===== src/rtl/axi4_slave_mem_responder_if.sv =====
// AXI4 bus bundle between the DMA master port and the memory responder.
// Latency: none, this is wiring only.
// Backpressure: carried by the per-channel valid/ready pairs.
interface axi4_slave_mem_responder_if #(
  parameter int ADDR_W = 32,
  parameter int DATA_W = 32,
  parameter int ID_W   = 4
);
  localparam int STRB_W = DATA_W / 8;

  // Write address channel
  logic [ID_W-1:0]   awid_s;
  logic [ADDR_W-1:0] awaddr_s;
  logic [7:0]        awlen_s;
  logic [2:0]        awsize_s;
  logic [1:0]        awburst_s;
  logic              awvalid_s;
  logic              awready_s;

  // Write data channel
  logic [DATA_W-1:0] wdata_s;
  logic [STRB_W-1:0] wstrb_s;
  logic              wlast_s;
  logic              wvalid_s;
  logic              wready_s;

  // Write response channel
  logic [ID_W-1:0]   bid_s;
  logic [1:0]        bresp_s;
  logic              bvalid_s;
  logic              bready_s;

  // Read address channel
  logic [ID_W-1:0]   arid_s;
  logic [ADDR_W-1:0] araddr_s;
  logic [7:0]        arlen_s;
  logic [2:0]        arsize_s;
  logic [1:0]        arburst_s;
  logic              arvalid_s;
  logic              arready_s;

  // Read data channel
  logic [ID_W-1:0]   rid_s;
  logic [DATA_W-1:0] rdata_s;
  logic [1:0]        rresp_s;
  logic              rlast_s;
  logic              rvalid_s;
  logic              rready_s;

  modport master (
    output awid_s, awaddr_s, awlen_s, awsize_s, awburst_s, awvalid_s,
    input  awready_s,
    output wdata_s, wstrb_s, wlast_s, wvalid_s,
    input  wready_s,
    input  bid_s, bresp_s, bvalid_s,
    output bready_s,
    output arid_s, araddr_s, arlen_s, arsize_s, arburst_s, arvalid_s,
    input  arready_s,
    input  rid_s, rdata_s, rresp_s, rlast_s, rvalid_s,
    output rready_s
  );

  modport slave (
    input  awid_s, awaddr_s, awlen_s, awsize_s, awburst_s, awvalid_s,
    output awready_s,
    input  wdata_s, wstrb_s, wlast_s, wvalid_s,
    output wready_s,
    output bid_s, bresp_s, bvalid_s,
    input  bready_s,
    input  arid_s, araddr_s, arlen_s, arsize_s, arburst_s, arvalid_s,
    output arready_s,
    output rid_s, rdata_s, rresp_s, rlast_s, rvalid_s,
    input  rready_s
  );
endinterface


===== src/rtl/axi4_slave_mem_responder.sv =====
// AXI4 slave serving one burst at a time from a word-addressed single-port SRAM.
// Latency: write beat hits the SRAM in its handshake cycle; first read beat 3 cycles after AR, >=3 cycles per beat.
// Backpressure: AW/AR stall outside IDLE, W always ready in W_DATA, B and R payloads held until ready.
module axi4_slave_mem_responder #(
  parameter  int ADDR_W    = 32,
  parameter  int DATA_W    = 32,
  parameter  int ID_W      = 4,
  parameter  int MEM_BYTES = 65536,
  localparam int MEM_AW    = $clog2(MEM_BYTES / 4)
) (
  input  logic                  clk,
  input  logic                  rst,
  axi4_slave_mem_responder_if.slave axi,
  output logic                  mem_cs,
  output logic                  mem_we,
  output logic [MEM_AW-1:0]     mem_addr,
  output logic [DATA_W-1:0]     mem_wdata,
  output logic [DATA_W/8-1:0]   mem_wstrb,
  input  logic [DATA_W-1:0]     mem_rdata
);

  typedef enum logic [2:0] {
    IDLE    = 3'd0,
    W_DATA  = 3'd1,
    W_RESP  = 3'd2,
    R_FETCH = 3'd3,
    R_CAP   = 3'd4,
    R_DATA  = 3'd5
  } state_t;

  localparam logic [1:0]      BURST_INCR  = 2'b01;
  localparam logic [1:0]      RESP_OKAY   = 2'b00;
  localparam logic [1:0]      RESP_SLVERR = 2'b10;
  localparam logic [ADDR_W:0] MEM_LIMIT   = (ADDR_W + 1)'(MEM_BYTES);

  // Burst context latched at the address handshake
  state_t              r_state;
  logic [ID_W-1:0]     r_id;
  logic [ADDR_W-1:0]   r_addr;
  logic [7:0]          r_len;
  logic [2:0]          r_size;
  logic [1:0]          r_burst;
  logic [8:0]          r_cnt;
  logic                r_err;
  logic                r_prio_w;

  // Registered response payloads
  logic                r_bvalid;
  logic [ID_W-1:0]     r_bid;
  logic [1:0]          r_bresp;
  logic                r_rvalid;
  logic [ID_W-1:0]     r_rid;
  logic [DATA_W-1:0]   r_rdata;
  logic [1:0]          r_rresp;
  logic                r_rlast;

  logic                w_grant_w;
  logic                w_grant_r;
  logic                w_aw_hs;
  logic                w_ar_hs;
  logic                w_aw_err;
  logic                w_ar_err;
  logic                w_oob;
  logic                w_last;
  logic                w_w_hs;
  logic                w_w_suppress;
  logic                w_wlast_bad;
  logic                w_r_beat_err;
  logic [ADDR_W-1:0]   w_next_addr;

  // An unsupported size or a WRAP/reserved burst poisons the whole burst
  assign w_aw_err = (axi.awsize_s > 3'd2) || axi.awburst_s[1];
  assign w_ar_err = (axi.arsize_s > 3'd2) || axi.arburst_s[1];

  assign w_oob        = ({1'b0, r_addr} >= MEM_LIMIT);
  assign w_last       = (r_cnt == {1'b0, r_len});
  assign w_w_hs       = (r_state == W_DATA) && axi.wvalid_s;
  assign w_w_suppress = r_err || w_oob;
  assign w_wlast_bad  = (axi.wlast_s != w_last);
  assign w_r_beat_err = r_err || w_oob;

  // INCR steps by the beat size and wraps at the top of the address space; FIXED holds
  assign w_next_addr = (r_burst == BURST_INCR) ? (r_addr + (ADDR_W'(1) << r_size)) : r_addr;

  // Round-robin between AW and AR: a lone request wins, a tie goes to the channel not served last
  always_comb begin
    w_grant_w = 1'b0;
    w_grant_r = 1'b0;
    if (axi.awvalid_s && axi.arvalid_s) begin
      w_grant_w = r_prio_w;
      w_grant_r = !r_prio_w;
    end else begin
      w_grant_w = axi.awvalid_s;
      w_grant_r = axi.arvalid_s;
    end
  end

  assign axi.awready_s = (r_state == IDLE) && w_grant_w;
  assign axi.arready_s = (r_state == IDLE) && w_grant_r;
  assign w_aw_hs       = axi.awvalid_s && axi.awready_s;
  assign w_ar_hs       = axi.arvalid_s && axi.arready_s;

  assign axi.wready_s  = (r_state == W_DATA);

  assign axi.bvalid_s  = r_bvalid;
  assign axi.bid_s     = r_bid;
  assign axi.bresp_s   = r_bresp;

  assign axi.rvalid_s  = r_rvalid;
  assign axi.rid_s     = r_rid;
  assign axi.rdata_s   = r_rdata;
  assign axi.rresp_s   = r_rresp;
  assign axi.rlast_s   = r_rlast;

  // SRAM port: write beats go straight through in their handshake cycle, reads are issued in R_FETCH
  always_comb begin
    mem_cs    = 1'b0;
    mem_we    = 1'b0;
    mem_addr  = r_addr[MEM_AW+1:2];
    mem_wdata = '0;
    mem_wstrb = '0;
    if (w_w_hs && !w_w_suppress) begin
      mem_cs    = 1'b1;
      mem_we    = 1'b1;
      mem_wdata = axi.wdata_s;
      mem_wstrb = axi.wstrb_s;
    end else if ((r_state == R_FETCH) && !w_r_beat_err) begin
      mem_cs = 1'b1;
    end
  end

  // Transaction FSM with registered B/R payloads; reset drops any burst in flight silently
  always_ff @(posedge clk or posedge rst) begin
    if (rst) begin
      r_state  <= IDLE;
      r_id     <= '0;
      r_addr   <= '0;
      r_len    <= '0;
      r_size   <= '0;
      r_burst  <= '0;
      r_cnt    <= '0;
      r_err    <= 1'b0;
      r_prio_w <= 1'b1;
      r_bvalid <= 1'b0;
      r_bid    <= '0;
      r_bresp  <= '0;
      r_rvalid <= 1'b0;
      r_rid    <= '0;
      r_rdata  <= '0;
      r_rresp  <= '0;
      r_rlast  <= 1'b0;
    end else begin
      case (r_state)
        IDLE: begin
          if (w_aw_hs) begin
            r_id     <= axi.awid_s;
            r_addr   <= axi.awaddr_s;
            r_len    <= axi.awlen_s;
            r_size   <= axi.awsize_s;
            r_burst  <= axi.awburst_s;
            r_cnt    <= '0;
            r_err    <= w_aw_err;
            r_prio_w <= 1'b0;
            r_state  <= W_DATA;
          end else if (w_ar_hs) begin
            r_id     <= axi.arid_s;
            r_addr   <= axi.araddr_s;
            r_len    <= axi.arlen_s;
            r_size   <= axi.arsize_s;
            r_burst  <= axi.arburst_s;
            r_cnt    <= '0;
            r_err    <= w_ar_err;
            r_prio_w <= 1'b1;
            r_state  <= R_FETCH;
          end
        end

        W_DATA: begin
          if (axi.wvalid_s) begin
            // The beat count ends the burst; a wlast disagreement only flags the response
            if (w_w_suppress || w_wlast_bad) begin
              r_err <= 1'b1;
            end
            r_addr <= w_next_addr;
            r_cnt  <= r_cnt + 9'd1;
            if (w_last) begin
              r_bvalid <= 1'b1;
              r_bid    <= r_id;
              r_bresp  <= (w_w_suppress || w_wlast_bad) ? RESP_SLVERR : RESP_OKAY;
              r_state  <= W_RESP;
            end
          end
        end

        W_RESP: begin
          if (axi.bready_s) begin
            r_bvalid <= 1'b0;
            r_state  <= IDLE;
          end
        end

        R_FETCH: begin
          r_state <= R_CAP;
        end

        R_CAP: begin
          // SRAM data is valid this cycle; error beats return zero instead
          r_rvalid <= 1'b1;
          r_rid    <= r_id;
          r_rdata  <= w_r_beat_err ? '0 : mem_rdata;
          r_rresp  <= w_r_beat_err ? RESP_SLVERR : RESP_OKAY;
          r_rlast  <= w_last;
          r_state  <= R_DATA;
        end

        R_DATA: begin
          if (axi.rready_s) begin
            r_rvalid <= 1'b0;
            if (r_rlast) begin
              r_state <= IDLE;
            end else begin
              r_addr  <= w_next_addr;
              r_cnt   <= r_cnt + 9'd1;
              r_state <= R_FETCH;
            end
          end
        end

        default: begin
          r_state <= IDLE;
        end
      endcase
    end
  end

endmodule


===== src/flat_wrapper.sv =====
// flat-port wrapper written by rule: the top's interface ports become plain ports
module axi4_slave_mem_responder_flat 
#(
  parameter  int ADDR_W    = 32,
  parameter  int DATA_W    = 32,
  parameter  int ID_W      = 4,
  parameter  int MEM_BYTES = 65536,
  localparam int MEM_AW    = $clog2(MEM_BYTES / 4)
)
  (clk, rst, mem_cs, mem_we, mem_addr, mem_wdata, mem_wstrb, mem_rdata, axi_awid_s, axi_awaddr_s, axi_awlen_s, axi_awsize_s, axi_awburst_s, axi_awvalid_s, axi_awready_s, axi_wdata_s, axi_wstrb_s, axi_wlast_s, axi_wvalid_s, axi_wready_s, axi_bid_s, axi_bresp_s, axi_bvalid_s, axi_bready_s, axi_arid_s, axi_araddr_s, axi_arlen_s, axi_arsize_s, axi_arburst_s, axi_arvalid_s, axi_arready_s, axi_rid_s, axi_rdata_s, axi_rresp_s, axi_rlast_s, axi_rvalid_s, axi_rready_s);
  axi4_slave_mem_responder_if #(.ADDR_W(ADDR_W), .DATA_W(DATA_W), .ID_W(ID_W)) axi_i ();
  input  logic clk;
  input  logic rst;
  output logic mem_cs;
  output logic mem_we;
  output logic [MEM_AW-1:0] mem_addr;
  output logic [DATA_W-1:0] mem_wdata;
  output logic [DATA_W/8-1:0] mem_wstrb;
  input  logic [DATA_W-1:0] mem_rdata;
  input wire logic [$bits(axi_i.awid_s)-1:0] axi_awid_s;
  input wire logic [$bits(axi_i.awaddr_s)-1:0] axi_awaddr_s;
  input wire logic [$bits(axi_i.awlen_s)-1:0] axi_awlen_s;
  input wire logic [$bits(axi_i.awsize_s)-1:0] axi_awsize_s;
  input wire logic [$bits(axi_i.awburst_s)-1:0] axi_awburst_s;
  input wire logic [$bits(axi_i.awvalid_s)-1:0] axi_awvalid_s;
  output wire logic [$bits(axi_i.awready_s)-1:0] axi_awready_s;
  input wire logic [$bits(axi_i.wdata_s)-1:0] axi_wdata_s;
  input wire logic [$bits(axi_i.wstrb_s)-1:0] axi_wstrb_s;
  input wire logic [$bits(axi_i.wlast_s)-1:0] axi_wlast_s;
  input wire logic [$bits(axi_i.wvalid_s)-1:0] axi_wvalid_s;
  output wire logic [$bits(axi_i.wready_s)-1:0] axi_wready_s;
  output wire logic [$bits(axi_i.bid_s)-1:0] axi_bid_s;
  output wire logic [$bits(axi_i.bresp_s)-1:0] axi_bresp_s;
  output wire logic [$bits(axi_i.bvalid_s)-1:0] axi_bvalid_s;
  input wire logic [$bits(axi_i.bready_s)-1:0] axi_bready_s;
  input wire logic [$bits(axi_i.arid_s)-1:0] axi_arid_s;
  input wire logic [$bits(axi_i.araddr_s)-1:0] axi_araddr_s;
  input wire logic [$bits(axi_i.arlen_s)-1:0] axi_arlen_s;
  input wire logic [$bits(axi_i.arsize_s)-1:0] axi_arsize_s;
  input wire logic [$bits(axi_i.arburst_s)-1:0] axi_arburst_s;
  input wire logic [$bits(axi_i.arvalid_s)-1:0] axi_arvalid_s;
  output wire logic [$bits(axi_i.arready_s)-1:0] axi_arready_s;
  output wire logic [$bits(axi_i.rid_s)-1:0] axi_rid_s;
  output wire logic [$bits(axi_i.rdata_s)-1:0] axi_rdata_s;
  output wire logic [$bits(axi_i.rresp_s)-1:0] axi_rresp_s;
  output wire logic [$bits(axi_i.rlast_s)-1:0] axi_rlast_s;
  output wire logic [$bits(axi_i.rvalid_s)-1:0] axi_rvalid_s;
  input wire logic [$bits(axi_i.rready_s)-1:0] axi_rready_s;
  assign axi_i.awid_s = axi_awid_s;
  assign axi_i.awaddr_s = axi_awaddr_s;
  assign axi_i.awlen_s = axi_awlen_s;
  assign axi_i.awsize_s = axi_awsize_s;
  assign axi_i.awburst_s = axi_awburst_s;
  assign axi_i.awvalid_s = axi_awvalid_s;
  assign axi_awready_s = axi_i.awready_s;
  assign axi_i.wdata_s = axi_wdata_s;
  assign axi_i.wstrb_s = axi_wstrb_s;
  assign axi_i.wlast_s = axi_wlast_s;
  assign axi_i.wvalid_s = axi_wvalid_s;
  assign axi_wready_s = axi_i.wready_s;
  assign axi_bid_s = axi_i.bid_s;
  assign axi_bresp_s = axi_i.bresp_s;
  assign axi_bvalid_s = axi_i.bvalid_s;
  assign axi_i.bready_s = axi_bready_s;
  assign axi_i.arid_s = axi_arid_s;
  assign axi_i.araddr_s = axi_araddr_s;
  assign axi_i.arlen_s = axi_arlen_s;
  assign axi_i.arsize_s = axi_arsize_s;
  assign axi_i.arburst_s = axi_arburst_s;
  assign axi_i.arvalid_s = axi_arvalid_s;
  assign axi_arready_s = axi_i.arready_s;
  assign axi_rid_s = axi_i.rid_s;
  assign axi_rdata_s = axi_i.rdata_s;
  assign axi_rresp_s = axi_i.rresp_s;
  assign axi_rlast_s = axi_i.rlast_s;
  assign axi_rvalid_s = axi_i.rvalid_s;
  assign axi_i.rready_s = axi_rready_s;
  axi4_slave_mem_responder #(.ADDR_W(ADDR_W), .DATA_W(DATA_W), .ID_W(ID_W), .MEM_BYTES(MEM_BYTES)) u_core (.clk(clk), .rst(rst), .axi(axi_i), .mem_cs(mem_cs), .mem_we(mem_we), .mem_addr(mem_addr), .mem_wdata(mem_wdata), .mem_wstrb(mem_wstrb), .mem_rdata(mem_rdata));
endmodule

===== config.mk =====
export PLATFORM = sky130hd
export DESIGN_NAME = axi4_slave_mem_responder_flat
export DESIGN_NICKNAME = d
export VERILOG_FILES = /design/src/rtl/axi4_slave_mem_responder_if.sv /design/src/rtl/axi4_slave_mem_responder.sv /design/src/flat_wrapper.sv
export SDC_FILE = /design/constraint.sdc
export NUM_CORES = 1
export LEC_CHECK = 0
export CAP_MARGIN = 20
export CORE_ASPECT_RATIO = 0.5
export CORE_MARGIN = 5
export CORE_UTILIZATION = 44
export CTS_CLUSTER_DIAMETER = 120
export DETAILED_ROUTE_END_ITERATION = 7
export GPL_TIMING_DRIVEN = 0
export HOLD_SLACK_MARGIN = 0.06
export PLACE_DENSITY = 0.85
export SYNTH_ARGS = -nofsm -noshare
export SYNTH_HDL_FRONTEND = slang
export SYNTH_SLANG_ARGS = --single-unit

===== constraint.sdc =====
create_clock -name clk -period 4.8 [get_ports clk]
set_clock_uncertainty 0.2 [all_clocks]
set_input_delay 0.96 -clock clk [delete_from_list [all_inputs] [get_ports clk]]
set_output_delay 0.96 -clock clk [all_outputs]
set_load 0.1 [all_outputs]

==> run metrics <==
result of the run finished clean; average instance area after synthesis 8.14 um^2; nature of the critical path startpoint register; maximum clock rate 0.213 GHz; number of buffers added by the clock tree synthesis step 9; post-route fraction of the period consumed by the critical path 97.9%; slack of the worst reg-to-reg path 1470 ps; endpoint arrival time on the critical path 3540 ps; buffer count from post-CTS setup fixing 0; leakage power figure 4.44 nW; primary flip-flop cell chosen by synthesis mapping sky130_fd_sc_hd__dfrtp_1; unique cell type count in the Yosys netlist 71; worst hold path class register to register; detailed-route vias per instance 5.53; GRT Residual Overflow 0; # IOs 276; total routed wire length on the met1 layer 10200 um; Post-layout nets 1278; Filler Cells Inserted 1214; endpoint class of the critical path output pin; total routing usage reported by global routing 26.2%; Synth top area share 40.7%; Worst Tran Pin Value 1050 ps; total met2 wirelength after detailed routing 11200 um; Peak VDD IR 0.000485 V; largest area contributor in the netlist sky130_fd_sc_hd__dfrtp_1; post-synth design cell area 6580 um^2; number of antenna violations at the first check in global routing 0; share of the yosys chip area belonging to registers 41.1%; floorplan die width 183 um; synthesis-to-layout area growth 48.8%; TritonCTS clock tree built; Antenna Cells 0; Power per Cell Area 574 nW/um^2; data required time of the worst path 3640 ps; violation count after the first detailed-route iteration 609; buffer depth of the longest clock path 2; clock-pin slew reported for the worst setup and hold paths after clock tree synthesis 80 ps; largest net degree at the start of global routing 69; First-pass DRT Iterations 5; synth top area cells sky130_fd_sc_hd__dfrtp_1 41%, sky130_fd_sc_hd__nand2_1 12%, sky130_fd_sc_hd__and2_1 4.0%; number of global-route vias before repair 6887; Crit Reg-Reg Endpoint u_core.r_addr[25]; routed wl met3 1780 um; die outline area 17700 um^2; count of warnings emitted by yosys 0; worst r2r src u_core.r_size[0]; largest fanout on the critical path 10; cell chosen for the clock root sky130_fd_sc_hd__clkbuf_16; port bufs 272; Setup Crit Path Kind register to output pin; critical path capture point mem_wstrb[0]; Placeable Area 14500 um^2; Crit. Startpoint u_core.r_err; Non-Filler Cell Area, Final 9790 um^2; number of cells traversed by the worst register-to-register path 9; DP Worst Slack -92.6 ps; Post-Synthesis Cells 809; max-cap viol count 0; drc violations 0; number of enable flip-flop cells after synthesis 0; relative slew slack 30.0%; Detail Placement HPWL 18600 um; number of cell rows 31; max layer used met4; final setup slack of the worst path 100 ps; number of clock sinks seen by CTS 108; fraction of registers with async set or reset after synthesis 100%; fin. max-slew vios 0; height of the die 96.5 um; total via count in the routed design 7174; total detailed-routing wirelength 23700 um; effective utilization at floorplan 45.2%; final critical-path required period 4700 ps; final core utilization 67.3%; final RePlAce weighted congestion 0.965; Placed Area 9590 um^2; detailed-route wire length per cell 18.3 um; global-route wire length before repair 36800 um; hold violation count in the final report 0; share of post-route cells with drive strength above 1 9.10%; count of antenna-violating nets left after detailed routing 0; register bit total from synthesis 108; clock latency at the later pin of the worst-skew pair 360 ps; final setup vio count 0; maximum level of the CTS H-tree 3
-- layer usage --
| metal | GRT usage (%) | vias up |
|---|---|---|
| li1 | - | 3384 |
| met2 | 44.1 | 337 |
| met4 | 7.00 | 0 |
| met3 | 6.32 | 49 |
| met5 | 0 | - |
| met1 | 34.3 | 3404 |
-- power by group --
part | switching (mW) | internal, mW | leakage [nW]
clock network | 0.372 | 0.377 | 0.139
registers | 0.301 | 1.21 | 1.36
logic | 2.28 | 1.07 | 2.94
-- critical path: stages (launching register included) --
cell	delay (ps)
sky130_fd_sc_hd__dfrtp_1	430
sky130_fd_sc_hd__nor4_1	320
sky130_fd_sc_hd__nand4_1	220
sky130_fd_sc_hd__nor4_4	550
sky130_fd_sc_hd__and3_1	270
sky130_fd_sc_hd__clkbuf_1	380
sky130_fd_sc_hd__and2_1	190
sky130_fd_sc_hd__clkdlybuf4s15_1	820
-- registers in the layout, indices dropped and copies added (netlist names) --
signal	flops
u_core.axi.rdata_s	32
u_core.r_addr	32
u_core.r_cnt	9
u_core.r_len	8
u_core.axi.bid_s	4
u_core.axi.rid_s	4
u_core.r_id	4
u_core.r_size	3
u_core.r_state	3
u_core.r_burst	2
u_core.axi.bresp_s	1
u_core.axi.bvalid_s	1
u_core.axi.rlast_s	1
u_core.axi.rresp_s	1
u_core.axi.rvalid_s	1
u_core.r_err	1
u_core.r_prio_w	1
-- cells in the mapped netlist (all sizes together) (2+ instances only) --
| master | count |
|---|---|
| nand2 | 208 |
| dfrtp | 107 |
| nand3 | 47 |
| nor2 | 45 |
| and2 | 42 |
| buf | 42 |
| a21oi | 35 |
| o21ai | 35 |
| clkbuf | 27 |
| a31oi | 23 |
| nand4 | 23 |
| nor3 | 15 |
| and3 | 14 |
| xnor2 | 14 |
| nor4 | 13 |
| a311oi | 12 |
| inv | 11 |
| a211oi | 10 |
| ha | 9 |
| xor2 | 7 |
| and4 | 6 |
| mux2 | 5 |
| nand2b | 5 |
| nor3b | 4 |
| a21o | 3 |
| a32o | 3 |
| mux2i | 3 |
| nor2b | 3 |
| o211ai | 3 |
| o21a | 3 |
| or3 | 3 |
| a2111oi | 2 |
| and3b | 2 |
| o31ai | 2 |
| or4 | 2 |
-- how the worst min path moves through the flow --
stage / startpoint / endpoint / slack (ps) / cells past startpoint
2_1_floorplan: u_core.r_addr[0] / u_core.r_addr[0] / 260 / 2
6_report: u_core.axi.rdata_s[24] / u_core.axi.rdata_s[24] / 270 / 2
5_1_grt: u_core.axi.rdata_s[24] / u_core.axi.rdata_s[24] / 290 / 2
3_3_place_gp: u_core.axi.rdata_s[4] / u_core.axi.rdata_s[4] / 250 / 2
4_1_cts: u_core.axi.rdata_s[24] / u_core.axi.rdata_s[24] / 270 / 2
3_5_place_dp: u_core.axi.rdata_s[24] / u_core.axi.rdata_s[24] / 250 / 2
-- kinds of logic (layout without fill, tap and decap cells) --
group                    Yosys count  count (layout)  synth area share, %
AO/OA/AOI/OAI                    147             147                 15.2
XOR/XNOR                          21              21                 2.79
adder cells (fa/ha/maj)           10              10                 2.02
buffers and inverters             80             369                 6.01
flip-flops                       108             108                 41.1
multiplexers                       8               8                 1.31
other                              1               2               0.0570
AND/OR/NAND/NOR                  434             434                 31.6
-- what timing repair did --
item	CTS	global route
hold buffers	0	0
gates resized for setup	30	57
endpoints found under the setup margin	30	36
-- placed cells by master, fill, tap and decap left out, types with 8 or more instances in the layout --
master / count
sky130_fd_sc_hd__a211oi_1: 10
sky130_fd_sc_hd__a21oi_1: 35
sky130_fd_sc_hd__a311oi_1: 12
sky130_fd_sc_hd__a31oi_1: 23
sky130_fd_sc_hd__and2_1: 42
sky130_fd_sc_hd__and3_1: 14
sky130_fd_sc_hd__buf_2: 19
sky130_fd_sc_hd__buf_4: 17
sky130_fd_sc_hd__clkbuf_1: 27
sky130_fd_sc_hd__clkbuf_16: 9
sky130_fd_sc_hd__clkbuf_2: 21
sky130_fd_sc_hd__clkdlybuf4s50_1: 234
sky130_fd_sc_hd__dfrtp_1: 107
sky130_fd_sc_hd__dlymetal6s2s_1: 8
sky130_fd_sc_hd__ha_1: 9
sky130_fd_sc_hd__inv_1: 9
sky130_fd_sc_hd__nand2_1: 208
sky130_fd_sc_hd__nand3_1: 46
sky130_fd_sc_hd__nand4_1: 23
sky130_fd_sc_hd__nor2_1: 43
sky130_fd_sc_hd__nor3_1: 14
sky130_fd_sc_hd__nor4_1: 10
sky130_fd_sc_hd__o21ai_0: 22
sky130_fd_sc_hd__o21ai_1: 11
sky130_fd_sc_hd__xnor2_1: 14
-- through the flow --
step / power [mW] / cells / hold WS, ps / TNS, ps
floorplan: 3.89 / 810 / 256 / 0
global placement: 4.76 / 1280 / 250 / -92930
detailed placement: 4.84 / 1281 / 254 / -92.6
CTS: 5.59 / 1297 / 272 / 0
global route: 5.94 / 1297 / 292 / -0.816
finish: 5.62 / 1297 / 270 / 0
-- final cells by class --
cell class / count / area, um^2 / area share [%]
Multi-Input combinational cell: 622 / 3490 / 35.7
Clock buffer: 10 / 239 / 2.44
Buffer: 69 / 354 / 3.62
Timing Repair Buffer: 273 / 2660 / 27.1
Sequential cell: 108 / 2700 / 27.6
Inverter: 11 / 43.8 / 0.447
Tap cell: 198 / 248 / 2.53
Clock inverter: 6 / 55.1 / 0.562
Note: power is estimated with default switching activity, not from simulation.
